`src/rtl/nc_mash_gen.sv`:
```
// ---------------------------------------------------------------------------
// nc_mash_gen -- MASH 1-1-...-1 noise-cancelling delta-sigma modulator core
//
// Produces a signed multibit divider-offset word for a fractional-N divider.
// Up to P_MAX_ORDER first-order error-feedback accumulators are chained. The
// active order is selected at run time. Their carries are combined by the
// noise-cancellation network (NCL) into o_y. The LSB of stage 1 can be
// dithered by a 23-bit LFSR (x^23 + x^18 + 1).
//
// Ports:
//   i_clk        clock, all state updates on the rising edge
//   i_rst        synchronous active-high reset
//   i_en         modulator step enable (one step per enabled edge)
//   i_load       capture i_frac / i_order at this edge
//   i_frac       unsigned fractional input F (P_DATA_WIDTH bits)
//   i_order      requested order minus 1, clamped to P_MAX_ORDER-1
//   i_dither_en  add the LFSR bit to the stage-1 LSB
//   o_y          signed two's-complement modulator output
//   o_valid      o_y was updated at the last edge
//   o_order      active order minus 1
//
// Output handshake: o_valid is high for exactly the one cycle after each
// enabled edge, and o_y is then the new sample. There is no ready and no
// backpressure. The consumer must take o_y in every cycle with o_valid high.
// While o_valid is low, o_y holds the last sample.
// ---------------------------------------------------------------------------
module nc_mash_gen #(
    parameter int P_DATA_WIDTH = 16,
    parameter int P_MAX_ORDER  = 4,
    parameter int P_OUT_WIDTH  = 5
) (
    input  logic                    i_clk,
    input  logic                    i_rst,
    input  logic                    i_en,
    input  logic                    i_load,
    input  logic [P_DATA_WIDTH-1:0] i_frac,
    input  logic [1:0]              i_order,
    input  logic                    i_dither_en,
    output logic [P_OUT_WIDTH-1:0]  o_y,
    output logic                    o_valid,
    output logic [1:0]              o_order
);

    localparam int         W          = P_DATA_WIDTH;
    localparam int         N          = P_MAX_ORDER;
    localparam logic [1:0] MAX_ORD_M1 = 2'(N - 1);

    // Registered state
    logic [W-1:0]           frac_r;
    logic [1:0]             order_r;
    logic [W-1:0]           acc_r    [N];
    logic [P_OUT_WIDTH-1:0] e_hist_r [N];   // e_k[n-1] for each stage
    logic [22:0]            lfsr_r;

    // Combinational step results
    logic [W-1:0]           acc_nxt [N];
    logic [N-1:0]           carry;
    logic [P_OUT_WIDTH-1:0] e_nxt   [N];
    logic [22:0]            lfsr_nxt;
    logic                   dither_bit;
    logic [1:0]             load_order;
    logic                   order_change;

    assign o_order    = order_r;
    assign dither_bit = i_dither_en & lfsr_r[0];
    assign lfsr_nxt   = {lfsr_r[21:0], lfsr_r[22] ^ lfsr_r[17]};
    assign load_order = (i_order > MAX_ORD_M1) ? MAX_ORD_M1 : i_order;

    // A reload with a different order changes the structure of the NCL, so
    // old accumulator and history state is not valid for it and is cleared.
    assign order_change = i_load && (load_order != order_r);

    // Accumulator chain. Stage 1 adds frac_r and the dither bit together in
    // one (W+1)-bit add. F = 2^W-1 with the dither bit therefore wraps and
    // produces the carry without extra logic. Stages above the active order
    // stay at zero and give no carry.
    always_comb begin
        logic [W:0]   sum;
        logic [W-1:0] prev;
        logic [W-1:0] addend;
        logic         cin;
        sum    = '0;
        prev   = '0;
        addend = '0;
        cin    = 1'b0;
        carry  = '0;
        for (int k = 0; k < N; k++) begin
            acc_nxt[k] = '0;
            if (k <= int'(order_r)) begin
                addend     = (k == 0) ? frac_r : prev;
                cin        = (k == 0) ? dither_bit : 1'b0;
                sum        = {1'b0, acc_r[k]} + {1'b0, addend} + {{W{1'b0}}, cin};
                acc_nxt[k] = sum[W-1:0];
                carry[k]   = sum[W];
                prev       = sum[W-1:0];
            end
        end
    end

    // Noise-cancellation network, evaluated from the top active stage down:
    //   e_K = c_K,  e_k = c_k + e_{k+1}[n] - e_{k+1}[n-1]
    // Inactive stages contribute 0. Wrapping modulo 2^P_OUT_WIDTH gives the
    // correct two's-complement result, because the true range fits.
    always_comb begin
        logic [P_OUT_WIDTH-1:0] e_above;
        logic [P_OUT_WIDTH-1:0] hist_above;
        e_above    = '0;
        hist_above = '0;
        for (int k = N - 1; k >= 0; k--) begin
            e_nxt[k] = '0;
            if (k <= int'(order_r)) begin
                e_nxt[k] = {{(P_OUT_WIDTH-1){1'b0}}, carry[k]} + e_above - hist_above;
            end
            e_above    = e_nxt[k];
            hist_above = (k <= int'(order_r)) ? e_hist_r[k] : '0;
        end
    end

    always_ff @(posedge i_clk) begin
        if (i_rst) begin
            frac_r  <= '0;
            order_r <= '0;
            lfsr_r  <= 23'h1;
            o_y     <= '0;
            o_valid <= 1'b0;
            for (int k = 0; k < N; k++) begin
                acc_r[k]    <= '0;
                e_hist_r[k] <= '0;
            end
        end else begin
            // The step always uses the frac/order from before this edge.
            if (i_en) begin
                for (int k = 0; k < N; k++) begin
                    acc_r[k]    <= acc_nxt[k];
                    e_hist_r[k] <= e_nxt[k];
                end
                lfsr_r <= lfsr_nxt;
                o_y    <= e_nxt[0];
            end
            o_valid <= i_en;

            if (i_load) begin
                frac_r  <= i_frac;
                order_r <= load_order;
            end

            // Placed after the step update so that an order change wins.
            if (order_change) begin
                for (int k = 0; k < N; k++) begin
                    acc_r[k]    <= '0;
                    e_hist_r[k] <= '0;
                end
            end
        end
    end

endmodule

```
`config.mk`:
```
export PLATFORM = sky130hd
export DESIGN_NAME = nc_mash_gen
export DESIGN_NICKNAME = d
export VERILOG_FILES = /design/src/rtl/nc_mash_gen.sv
export SDC_FILE = /design/constraint.sdc
export NUM_CORES = 1
export LEC_CHECK = 0
export BUFFER_PORTS_ARGS = -buffer_cell sky130_fd_sc_hd__buf_2
export CAP_MARGIN = 20
export CORE_MARGIN = 3
export CORE_UTILIZATION = 38
export CTS_CLUSTER_SIZE = 8
export DETAILED_ROUTE_END_ITERATION = 10
export PLACE_DENSITY = 0.57
export SKIP_LAST_GASP = 1
export SYNTH_ARGS = -nofsm -noshare
export SYNTH_HDL_FRONTEND = slang
export SYNTH_SLANG_ARGS = --single-unit
```
`constraint.sdc`:
```
create_clock -name i_clk -period 21.2 [get_ports i_clk]
set_clock_uncertainty 0.2 [all_clocks]
set_input_delay 2.12 -clock i_clk [delete_from_list [all_inputs] [get_ports i_clk]]
set_output_delay 2.12 -clock i_clk [all_outputs]
set_load 0.05 [all_outputs]
```
# After elaboration in Yosys (flattened, before gate mapping)
# Memory sizes are Yosys's and may differ from the RTL's.
# Index checks and enable logic that the tools add are counted.
[op_classes] add_sub_neg=11 mul=0 div_mod_pow=0 order_cmp=4 n_eq_ne=1 shifts=0 mux=38 bitwise=18 n_reduce_logical=1
[op_table] op="16-bit 2-to-1 mux" n=13
[op_table] op="16-bit by 16-bit adder with 17-bit output" n=4
[op_table] op="5-bit 2-to-1 mux" n=13
[op_table] op="17-bit by 1-bit adder with 17-bit output" n=1
[op_table] op="1-bit bitwise OR" n=16
[op_table] op="1-bit by 5-bit adder with 5-bit output" n=3
[op_table] op="5-bit subtractor" n=3
[op_table] op="1-bit 2-to-1 mux" n=11
[op_table] op="2-bit less-or-equal comparator (first input constant)" n=2
[op_table] op="2-bit > comparator (second input constant)" n=1
[op_table] op="1-bit by 2-bit less-or-equal comparator with 1-bit output (first input constant)" n=1
[op_table] op="2-bit 2-to-1 mux" n=1
[op_table] op="2-bit != test" n=1
[op_table] op="1-bit bitwise AND" n=1
[op_table] op="1-bit logical AND" n=1
[op_table] op="1-bit bitwise XOR" n=1
[totals] regBits=47 latch_bits=0 ramBits=84 rom_bits=0 in_bits=23 out_inout_bits=8 wordCells=80 memories=2
[memory_table] name="acc_r" words=4 word_bits=16 read_ports=4 rd_clocked_by_memory_dff=0 wr=4 line_no="51" rtl="logic [W-1:0] acc_r [N];"
[memory_table] name="e_hist_r" words=4 word_bits=5 read_ports=3 rd_clocked_by_memory_dff=0 wr=4 line_no="52" rtl="logic [P_OUT_WIDTH-1:0] e_hist_r [N];"

# Depth between registers and ports, before layout
# Gate-level depths: netlist of the first run.
# An unclocked memory read counts as a cell.
[depth] word_depth=19 mapped_depth=47

# Least setup slack after synthesis of the first run
# Ideal clock, no wire load.
[synth_timing] path_type="input -> register" start="input port i_dither_en" end="register o_y[4]" setup_time_ns=0.129 arrival_time_ns=10.846 slack_ns=10.025 stages=45 path_buffers=0 path_cell_list="nand2_1 > fa_1 > fa_1 > nor2b_1 > o31a_1 > o21a_1 > nor2_1 > xnor2_1 > ha_1 > or4_1 > o21ai_1 > nand3b_1 > a211o_1 > nand3_1 > ha_1 > nand4_1 > o221ai_1 > a211oi_1 > (+9 left out) > ha_1 > inv_1 > ha_1 > inv_1 > ha_1 > nor2_1 > ha_1 > inv_1 > fa_1 > xor2_1 > nor2_1 > ha_1 > ha_1 > a21o_1 > a21oi_1 > xor2_1 > xnor2_1 > o22ai_1"
[synth_lines] element="start: declaration" line_no="38" rtl="input logic i_dither_en,"
[synth_lines] element="end signal: assignment" line_no="138" rtl="o_y <= e_nxt[0];"
[synth_lines] element="end: declaration" line_no="39" rtl="output logic [P_OUT_WIDTH-1:0] o_y,"

==> run_results.csv, run 1 <==
group,metric,value,unit
clocking,cts.sinks,120,
worst_setup_path,critPathSlowestCell,"or4_1",
worst_setup_path,crit_arrival,11.89,ns
worst_setup_path,cp_max_fo,7,
floorplanning,initial_core_util,39.1,%
power_and_ir_drop,p_per_area,76.8,nW/um2
status,status,"finished, final reports clean",
placement,placed_cell_area,8720,um2
worst_setup_path,cp.required,21.29,ns
layout,area_growth_syn_to_layout,12.2,%
worst_setup_path,crit_path_start_kind,"input port",
worst_setup_path,path_common_cell,"ha_1",
route,drc,0,
worst_hold_path,hp-class,"flip-flop to flip-flop",
worst_setup_path,crit_path_max_incr_delay,0.54,ns
layout,multi_input_area,5210,um2
layout,diodes,0,
clocking,clk_pin_slew,0.07,ns
layout,final_nets,1063,
synth,ys_types,67,
sta,hold_viol,0,
clocking,clock_latency,0.44,ns
placement,routabilityCongestion,0.839,
clocking,ctsHoldBuffers,0,
layout,postLayoutCoreUtil,43.9,%
route,vias,6691,
placement,placed_cells,1204,
worst_setup_path,cpLargestDelayFamily,"adder cells",
sta,setup_viol,0,
floorplanning,rows,53,
sta,slew_violations,0,
sta,fmax,0.0848,GHz
global_route,grt.overflow.total,0,
sta,slew_headroom,28.2,%
floorplanning,fp.dieW,154,um
global_route,grt_pass1_wl,32500,um
sta,finalSetupTns,0,ns
route,first_iter_violations,491,
route,routedWlPerCell,15.9,um
placement,hpwl,14000,um
clocking,cts_buffer_depth,2,
synth,syn-cell-area,8300,um2
synth,yosysWarningCount,0,
route,detail_route.first_pass.iterations,5,
route,via_per_inst,5.41,
synth,ys_seq_area_share,33.8,%
layout,fin_cells,1236,
floorplanning,core,21200,um2
route,drt-total-wl,19700,um
synth,synth_fp_nets,1040,
floorplanning,die_area,23600,um2
layout,fill_cells,2111,
sta,period_minus_slack,11.80,ns
flow_run,max-cap-violations,0,
sta,period_share,55.7,%
layout,seq_area,2800,um2
clocking,cts_made_buffers,17,
global_route,grt_use_total,16.9,%
power_and_ir_drop,p_total,715,uW
clocking,clockRootBuffer,"clkbuf_16",
sta,fin_ws,9.40,ns
global_route,antenna_found_initial,0,
power_and_ir_drop,total_leakage_power,4.10,nW
clocking,cts_resized,0,
layout,drive_above_1_share,9.47,%
global_route,first_global_vias,6384,
clocking,cts_tree,"built",
synth,synthFlopType,"dfxtp_1",
floorplanning,die_h,154,um
synth,synth_area_per_cell,8.97,um2
worst_setup_path,timing.critical_path.buf_inv,4,
clocking,htree_levels,4,
clocking,cts_setup_buffers,0,
sta,whs,0.263,ns
worst_setup_path,path_class,"input port to flip-flop",
worst_setup_path,endpoint_kind,"flip-flop",
sta,worst_pin_slew,1.08,ns
placement,port_buffers,30,
floorplanning,ios,31,
layout,final_area,9310,um2
global_route,grt_max_degree,50,
synth,synth_edf_count,40,
synth,async_flop_share,0,%
placement,pre_cts_slack,9.03,ns
synth,ys_seq_elements,120,
route,drtAntennaViolNets,0,
sta,grt_setup_unrepaired,"no",
power_and_ir_drop,max-vdd-ir-drop,0.0412,mV
synth,syn_inst,925,
-- cell type report --
| class | count | share of cell area (%) |
|---|---|---|
| inverter | 44 | 1.77 |
| multi-input combinational | 729 | 56.0 |
| timing repair buffer | 36 | 2.10 |
| clock inverter | 15 | 1.81 |
| clock buffer | 17 | 4.57 |
| sequential | 120 | 30.1 |
| tap | 275 | 3.70 |
-- kinds of logic (layout without fill, tap and decap cells) --
logic type | Yosys count | in the layout | share of synthesized area, %
buf+inv | 76 | 112 | 3.51
xor+xnor | 48 | 48 | 5.07
mux | 56 | 56 | 6.85
compound gates | 236 | 236 | 19.4
simple gates | 297 | 297 | 16.9
flops | 120 | 120 | 33.8
fa+ha+maj | 92 | 92 | 14.5
-- registers in the layout, summed over array words and instances (netlist names) --
signal and flops:
o_order 2, o_valid 1, e_hist_r 9, acc_r 64, frac_r 16, o_y 5
lfsr_r 23
-- tightest hold or removal path, cell delays in order, from the launching register on --
cell	delay [ns]
dfxtp_1	0.33
nand2_1	0.05
o21ai_0	0.05
-- power by group --
part | switching [mW] | leakage (nW) | total [mW] | internal, mW
clock | 0.134 | 0.293 | 0.293 | 0.159
combinational | 0.103 | 2.70 | 0.170 | 0.0667
sequential | 0.00513 | 1.10 | 0.253 | 0.248
total | 0.242 | 4.10 | 0.715 | 0.474
-- Yosys cell counts, types with 3 or more instances --
cell | n | area share (%)
o22ai_1 | 6 | 0.45
a31oi_1 | 6 | 0.45
clkbuf_1 | 21 | 0.95
o21a_1 | 14 | 1.3
a21boi_0 | 4 | 0.36
a22o_1 | 15 | 1.6
nand4_1 | 4 | 0.30
mux2i_1 | 50 | 6.0
and3_1 | 18 | 1.4
xor2_1 | 13 | 1.4
and4_1 | 5 | 0.53
nor3_1 | 18 | 1.1
nand3_1 | 10 | 0.60
buf_1 | 6 | 0.27
or4_1 | 4 | 0.36
nand2b_1 | 19 | 1.4
a21o_1 | 20 | 1.8
buf_2 | 5 | 0.30
mux2_2 | 6 | 0.81
o2111ai_1 | 3 | 0.32
nor4_1 | 4 | 0.30
o31ai_1 | 6 | 0.54
a32oi_1 | 3 | 0.32
o211ai_1 | 13 | 1.2
a32o_1 | 5 | 0.60
dfxtp_1 | 80 | 19
nor2b_1 | 9 | 0.68
o21bai_1 | 5 | 0.45
a211oi_1 | 11 | 1.0
or2_2 | 3 | 0.23
fa_1 | 7 | 1.7
ha_1 | 85 | 13
a21oi_1 | 54 | 3.3
o21ai_0 | 45 | 2.7
and2_1 | 9 | 0.68
nand2_1 | 73 | 3.3
nor2_1 | 109 | 4.9
or3_1 | 6 | 0.45
o31a_1 | 3 | 0.32
xnor2_1 | 35 | 3.7
edfxtp_1 | 40 | 14
inv_1 | 44 | 2.0
-- placed cells by master, fill, tap and decap left out, drive strengths merged, types with 19 or more instances in the layout --
| master | netlist | routed |
|---|---|---|
| dfxtp | 80 | 80 |
| o21ai | 46 | 46 |
| inv | 44 | 55 |
| a21o | 20 | 20 |
| nor2 | 109 | 109 |
| buf | 11 | 36 |
| ha | 85 | 85 |
| nand2 | 73 | 73 |
| mux2i | 50 | 50 |
| nand2b | 19 | 19 |
| edfxtp | 40 | 40 |
| a21oi | 54 | 54 |
| xnor2 | 35 | 35 |
-- final timing paths --
path	startpoint	endpoint	slack (ns)	cells after the start
setup reg to reg	lfsr_r[0]	o_y[4]	10.77	45
hold reg to reg	acc_r[3][5]	acc_r[3][5]	0.26	2
setup / recovery	i_dither_en	o_y[4]	9.40	46
hold / removal	acc_r[3][5]	acc_r[3][5]	0.26	2
-- routing by layer --
layer | track usage (%) | share of wire, %
met1 | 23.5 | 50
met2 | 26.9 | 45
met3 | 3.26 | 3.5
met4 | 4.58 | 1.2
met5 | 0 | 0
Power figures use the tool's default switching activity.
==> run 2, diff against run 1 <==
Settings changed: ABC_AREA set to 1.
Clock period 21.2 ns to 12.15 ns, I/O delays scaled along.
==> run_results.csv, run 2 <==
group,metric,value,unit
sta,finalSetupTns,0,ns
clocking,clock_latency,0.43,ns
global_route,first_global_vias,7453,
clocking,ctsHoldBuffers,0,
synth,ys_seq_elements,120,
global_route,grt_pass1_wl,36100,um
synth,synth_top_area_share,18.6,%
floorplanning,die_area,24600,um2
placement,port_buffers,30,
route,wl_met1,10800,um
route,drc,0,
synth,ys_seq_area_share,32.5,%
sta,slew_violations,0,
layout,final_nets,1392,
sta,fmax,0.103,GHz
sta,grt_setup_unrepaired,"no",
synth,async_flop_share,0,%
power_and_ir_drop,p_total,1.33,mW
sta,slew_headroom,38.8,%
route,drt-total-wl,21400,um
power_and_ir_drop,max-vdd-ir-drop,0.0974,mV
route,drtAntennaViolNets,0,
global_route,antenna_found_initial,0,
route,via_per_inst,4.87,
clocking,cts_buffer_depth,2,
floorplanning,initial_core_util,39.1,%
worst_setup_path,path_class,"input port to flip-flop",
flow_run,max-cap-violations,0,
synth,synth_commonest_cells,"nand2_1, inv_1, nor2_1, nand3_1, ha_1",
synth,yosysWarningCount,0,
layout,top_register,"acc_r",
clocking,htree_levels,4,
synth,synth_area_per_cell,6.90,um2
clocking,cts_tree,"built",
layout,reg_top3,"acc_r: 64 flops, lfsr_r: 23 flops, frac_r: 16 flops",
floorplanning,rows,54,
layout,final_common_cell,"nand2_1",
layout,fin_cells,1570,
worst_setup_path,cp_max_fo,6,
route,first_iter_violations,390,
synth,syn-cell-area,8630,um2
layout,fill_cells,2342,
sta,worst_pin_slew,0.915,ns
clocking,clockRootBuffer,"clkbuf_16",
route,wl_met2,9610,um
synth,yosys.area.top_type,"dfxtp_1",
worst_setup_path,endpoint_kind,"flip-flop",
worst_setup_path,cp.required,12.27,ns
clocking,clk_pin_slew,0.07,ns
layout,final_cell_mix,"nand2_1, inv_1, nor2_1",
route,met3WireLength,668,um
route,top_layer_used,"met4",
synth,synthFlopType,"dfxtp_1",
placement,hpwl,16200,um
status,status,"finished, final reports clean",
sta,hold_viol,0,
power_and_ir_drop,p_per_area,139,nW/um2
clocking,cts_made_buffers,17,
clocking,cts.sinks,120,
global_route,grt_use_total,18.3,%
worst_setup_path,critPathSlowestCell,"fa_1",
placement,routabilityCongestion,0.942,
layout,largest_reg_flops,64,
worst_setup_path,path_common_cell,"nand2_1",
layout,seq_area,2800,um2
clocking,cts_setup_buffers,0,
sta,period_minus_slack,9.76,ns
clocking,cts_resized,0,
floorplanning,ios,31,
global_route,grt.overflow.total,0,
power_and_ir_drop,total_leakage_power,4.93,nW
sta,setup_viol,0,
layout,diodes,0,
synth,ys_types,38,
sta,period_share,80.3,%
floorplanning,fp.dieW,157,um
worst_setup_path,crit_path_max_incr_delay,0.56,ns
worst_setup_path,crit_arrival,9.88,ns
route,detail_route.first_pass.iterations,5,
synth,synth_edf_count,40,
layout,multi_input_area,4930,um2
synth,syn_inst,1251,
layout,area_growth_syn_to_layout,11.3,%
layout,drive_above_1_share,6.28,%
synth,synth_fp_nets,1366,
global_route,grt_max_degree,32,
route,vias,7645,
worst_hold_path,hp-class,"flip-flop to flip-flop",
floorplanning,die_h,157,um
route,routedWlPerCell,13.6,um
synth,yosysMostFrequentCell,"nand2_1",
worst_setup_path,crit_path_start_kind,"input port",
floorplanning,core,22100,um2
synth,synth_area_leaders,"dfxtp_1, nand2_1, edfxtp_1",
placement,placed_cells,1538,
## run 2: metrics by stage
stage | cell area (um2) | setup WS [ns] | util (%) | hold WS [ns]
after global placement | 9010 | 2.15 | 40.8 | 0.234
after CTS | 9600 | 2.47 | 43.5 | 0.256
after floorplan | 8630 | 3.16 | - | 0.223
after global routing | 9600 | 1.61 | 43.5 | 0.270
final | 9600 | 2.39 | 43.5 | 0.254
after detailed placement | 9010 | 2.05 | 40.8 | 0.240
## run 2: cell families (layout without fill, tap and decap cells)
| group | after synthesis | after routing | synth area share, % |
|---|---|---|---|
| fa+ha+maj | 92 | 92 | 13.9 |
| xor+xnor | 24 | 24 | 2.44 |
| compound gates | 157 | 157 | 10.2 |
| buf+inv | 225 | 264 | 10.4 |
| simple gates | 633 | 633 | 30.6 |
| flops | 120 | 120 | 32.5 |
## run 2: where the power goes
| group | switching, mW | total [mW] | internal, mW |
|---|---|---|---|
| clock | 0.227 | 0.513 | 0.286 |
| combinational | 0.248 | 0.374 | 0.126 |
| sequential | 0.00971 | 0.446 | 0.436 |
## run 2: path summary, 6_finish.rpt
| path | start | to | slack (ns) | depth (start not counted) |
|---|---|---|---|---|
| max | i_dither_en | o_y[4] | 2.39 | 51 |
| min | acc_r[0][2] | acc_r[0][2] | 0.25 | 2 |
| max reg2reg | lfsr_r[0] | o_y[4] | 2.89 | 50 |
| min reg2reg | acc_r[0][2] | acc_r[0][2] | 0.25 | 2 |
## run 2: area by class of cell
| type | instances | share of cell area, % |
|---|---|---|
| clock inverter | 14 | 1.49 |
| multi-input combinational | 906 | 51.4 |
| sequential | 120 | 29.2 |
| tap | 280 | 3.65 |
| timing repair buffer | 33 | 1.80 |
| inverter | 199 | 7.81 |
| clock buffer | 18 | 4.69 |
## run 2: critical path, delay by kind of cell
family / cells / cell delay (ns)
AOI/OAI and AO/OA: 4 / 0.74
buffers and inverters: 8 / 0.52
adders and majority gates: 12 / 4.28
and+or+nand+nor: 24 / 2.50
xor gates and xnor gates: 3 / 0.59
## run 2: per-layer routing
layer  track usage, %  up-vias
met2             30.0      129
met5                0        -
met1             24.8     3422
met3             2.74       23
li1                 -     4071
met4             5.75        0
==> run 3, diff against run 2 <==
Clock period 12.15 ns to 9.14 ns, I/O delays scaled along.
==> run_results.csv, run 3 (same netlist as run 2, synthesis figures left out) <==
group,metric,value,unit
floorplanning,die_area,24600,um2
sta,hold_viol,0,
worst_hold_path,hp-class,"flip-flop to flip-flop",
placement,port_buffers,30,
sta,fmax,0.116,GHz
global_route,grt_pass1_wl,38600,um
route,drc,0,
power_and_ir_drop,max-vdd-ir-drop,0.149,mV
clocking,htree_levels,4,
sta,slew_violations,0,
layout,fill_cells,2157,
global_route,first_global_vias,8024,
worst_setup_path,crit_arrival,8.74,ns
sta,whs,0.256,ns
route,via_per_inst,4.86,
layout,final_cell_mix,"nand2_1, inv_1, buf_4",
clocking,cts_tree,"built",
floorplanning,fp.dieW,157,um
placement,routabilityCongestion,0.910,
layout,fin_cells,1721,
floorplanning,core,22100,um2
route,drt-total-wl,23400,um
global_route,grt_use_total,19.5,%
route,routedWlPerCell,13.6,um
sta,setup_viol,0,
worst_setup_path,crit_path_start_kind,"input port",
sta,slew_headroom,39.7,%
floorplanning,ios,31,
layout,final_nets,1543,
status,status,"finished, final reports clean",
worst_setup_path,cp_max_fo,4,
clocking,ctsHoldBuffers,0,
sta,period_minus_slack,8.61,ns
layout,diodes,0,
route,drtAntennaViolNets,0,
layout,area_growth_syn_to_layout,30.3,%
sta,fin_ws,0.528,ns
worst_setup_path,endpoint_kind,"flip-flop",
layout,largest_reg_flops,64,
global_route,grt.overflow.total,0,
floorplanning,die_h,157,um
layout,final_common_cell,"nand2_1",
layout,top_register,"acc_r",
clocking,clock_latency,0.44,ns
clocking,clk_pin_slew,0.07,ns
worst_setup_path,crit_path_max_incr_delay,0.57,ns
layout,drive_above_1_share,22.6,%
clocking,cts_buffer_depth,2,
placement,hpwl,17300,um
placement,placed_cells,1685,
power_and_ir_drop,p_total,2.01,mW
floorplanning,initial_core_util,39.1,%
global_route,grt_max_degree,32,
route,detail_route.first_pass.iterations,5,
placement,pre_cts_slack,-0.432,ns
clocking,cts_made_buffers,17,
clocking,cts.sinks,120,
worst_setup_path,path_class,"input port to flip-flop",
sta,period_share,94.2,%
global_route,antenna_found_initial,0,
sta,worst_pin_slew,0.902,ns
power_and_ir_drop,total_leakage_power,5.71,nW
layout,reg_top3,"acc_r: 64 flops, lfsr_r: 23 flops, frac_r: 16 flops",
worst_setup_path,path_common_cell,"nand2_1",
sta,finalSetupTns,0,ns
route,first_iter_violations,390,
worst_setup_path,cp.required,9.27,ns
floorplanning,rows,54,
flow_run,max-cap-violations,0,
clocking,clockRootBuffer,"clkbuf_16",
power_and_ir_drop,p_per_area,179,nW/um2
worst_setup_path,critPathSlowestCell,"fa_1",
route,vias,8366,
[run 3: changes by cell type in the layout (fill, tap and decap cells not counted), sizes merged]
cell and delta:
clkinvlp -2, buf +151, inv +4, clkinv -1, clkbuf -1
[run 3: per-layer routing]
layer	global-route usage, %	up-vias	wire length (um)
li1	-	4378	-
met1	26.8	3820	11500
met2	31.6	133	10600
met3	3.10	35	750
met4	6.25	0	540
met5	0	-	0
[run 3: final timing paths]
kind / start / end / slack (ns) / cells past startpoint
max: i_dither_en / o_y[4] / 0.53 / 56
min: o_y[4] / o_y[4] / 0.26 / 2
max reg2reg: lfsr_r[0] / o_y[4] / 0.71 / 55
min reg2reg: o_y[4] / o_y[4] / 0.26 / 2
[run 3: metrics by stage]
step / cell area [um2] / utilization, %
after global placement: 10100 / 45.7
after floorplan: 8630 / -
final: 11200 / 50.9
after global routing: 11200 / 50.9
after detailed placement: 10100 / 45.9
after CTS: 10700 / 48.4
[run 3: critical path: cells and delay by family]
| kind | cells | cell delay, ns |
|---|---|---|
| adder cells (fa/ha/maj) | 12 | 3.82 |
| XOR/XNOR | 2 | 0.27 |
| AO/OA/AOI/OAI | 2 | 0.29 |
| AND/OR/NAND/NOR | 29 | 2.56 |
| buffers and inverters | 11 | 0.85 |
[run 3: layout make-up]
class                           count  area [um2]  share of cell area (%)
Clock buffer                       17         425                    3.78
Clock inverter                     15         141                    1.26
Inverter                          199         749                    6.67
Multi-Input combinational cell    906        5450                    48.4
Sequential cell                   120        2800                    24.9
Tap cell                          280         350                    3.12
Timing Repair Buffer              184        1330                    11.8
[run 3: what timing repair did]
item | 4_1_cts | 5_1_grt
pin swaps | 0 | 39
hold endpoints to repair | 0 | 0
endpoints found under the setup margin | 1 | 4
buffers inserted | 0 | 4
resized for setup | 1 | 100
[run 3: power by group]
part | internal (mW) | leakage (nW) | switching (mW)
combinational | 0.341 | 4.32 | 0.396
clock | 0.364 | 0.288 | 0.317
sequential | 0.580 | 1.10 | 0.0152
total | 1.29 | 5.71 | 0.728
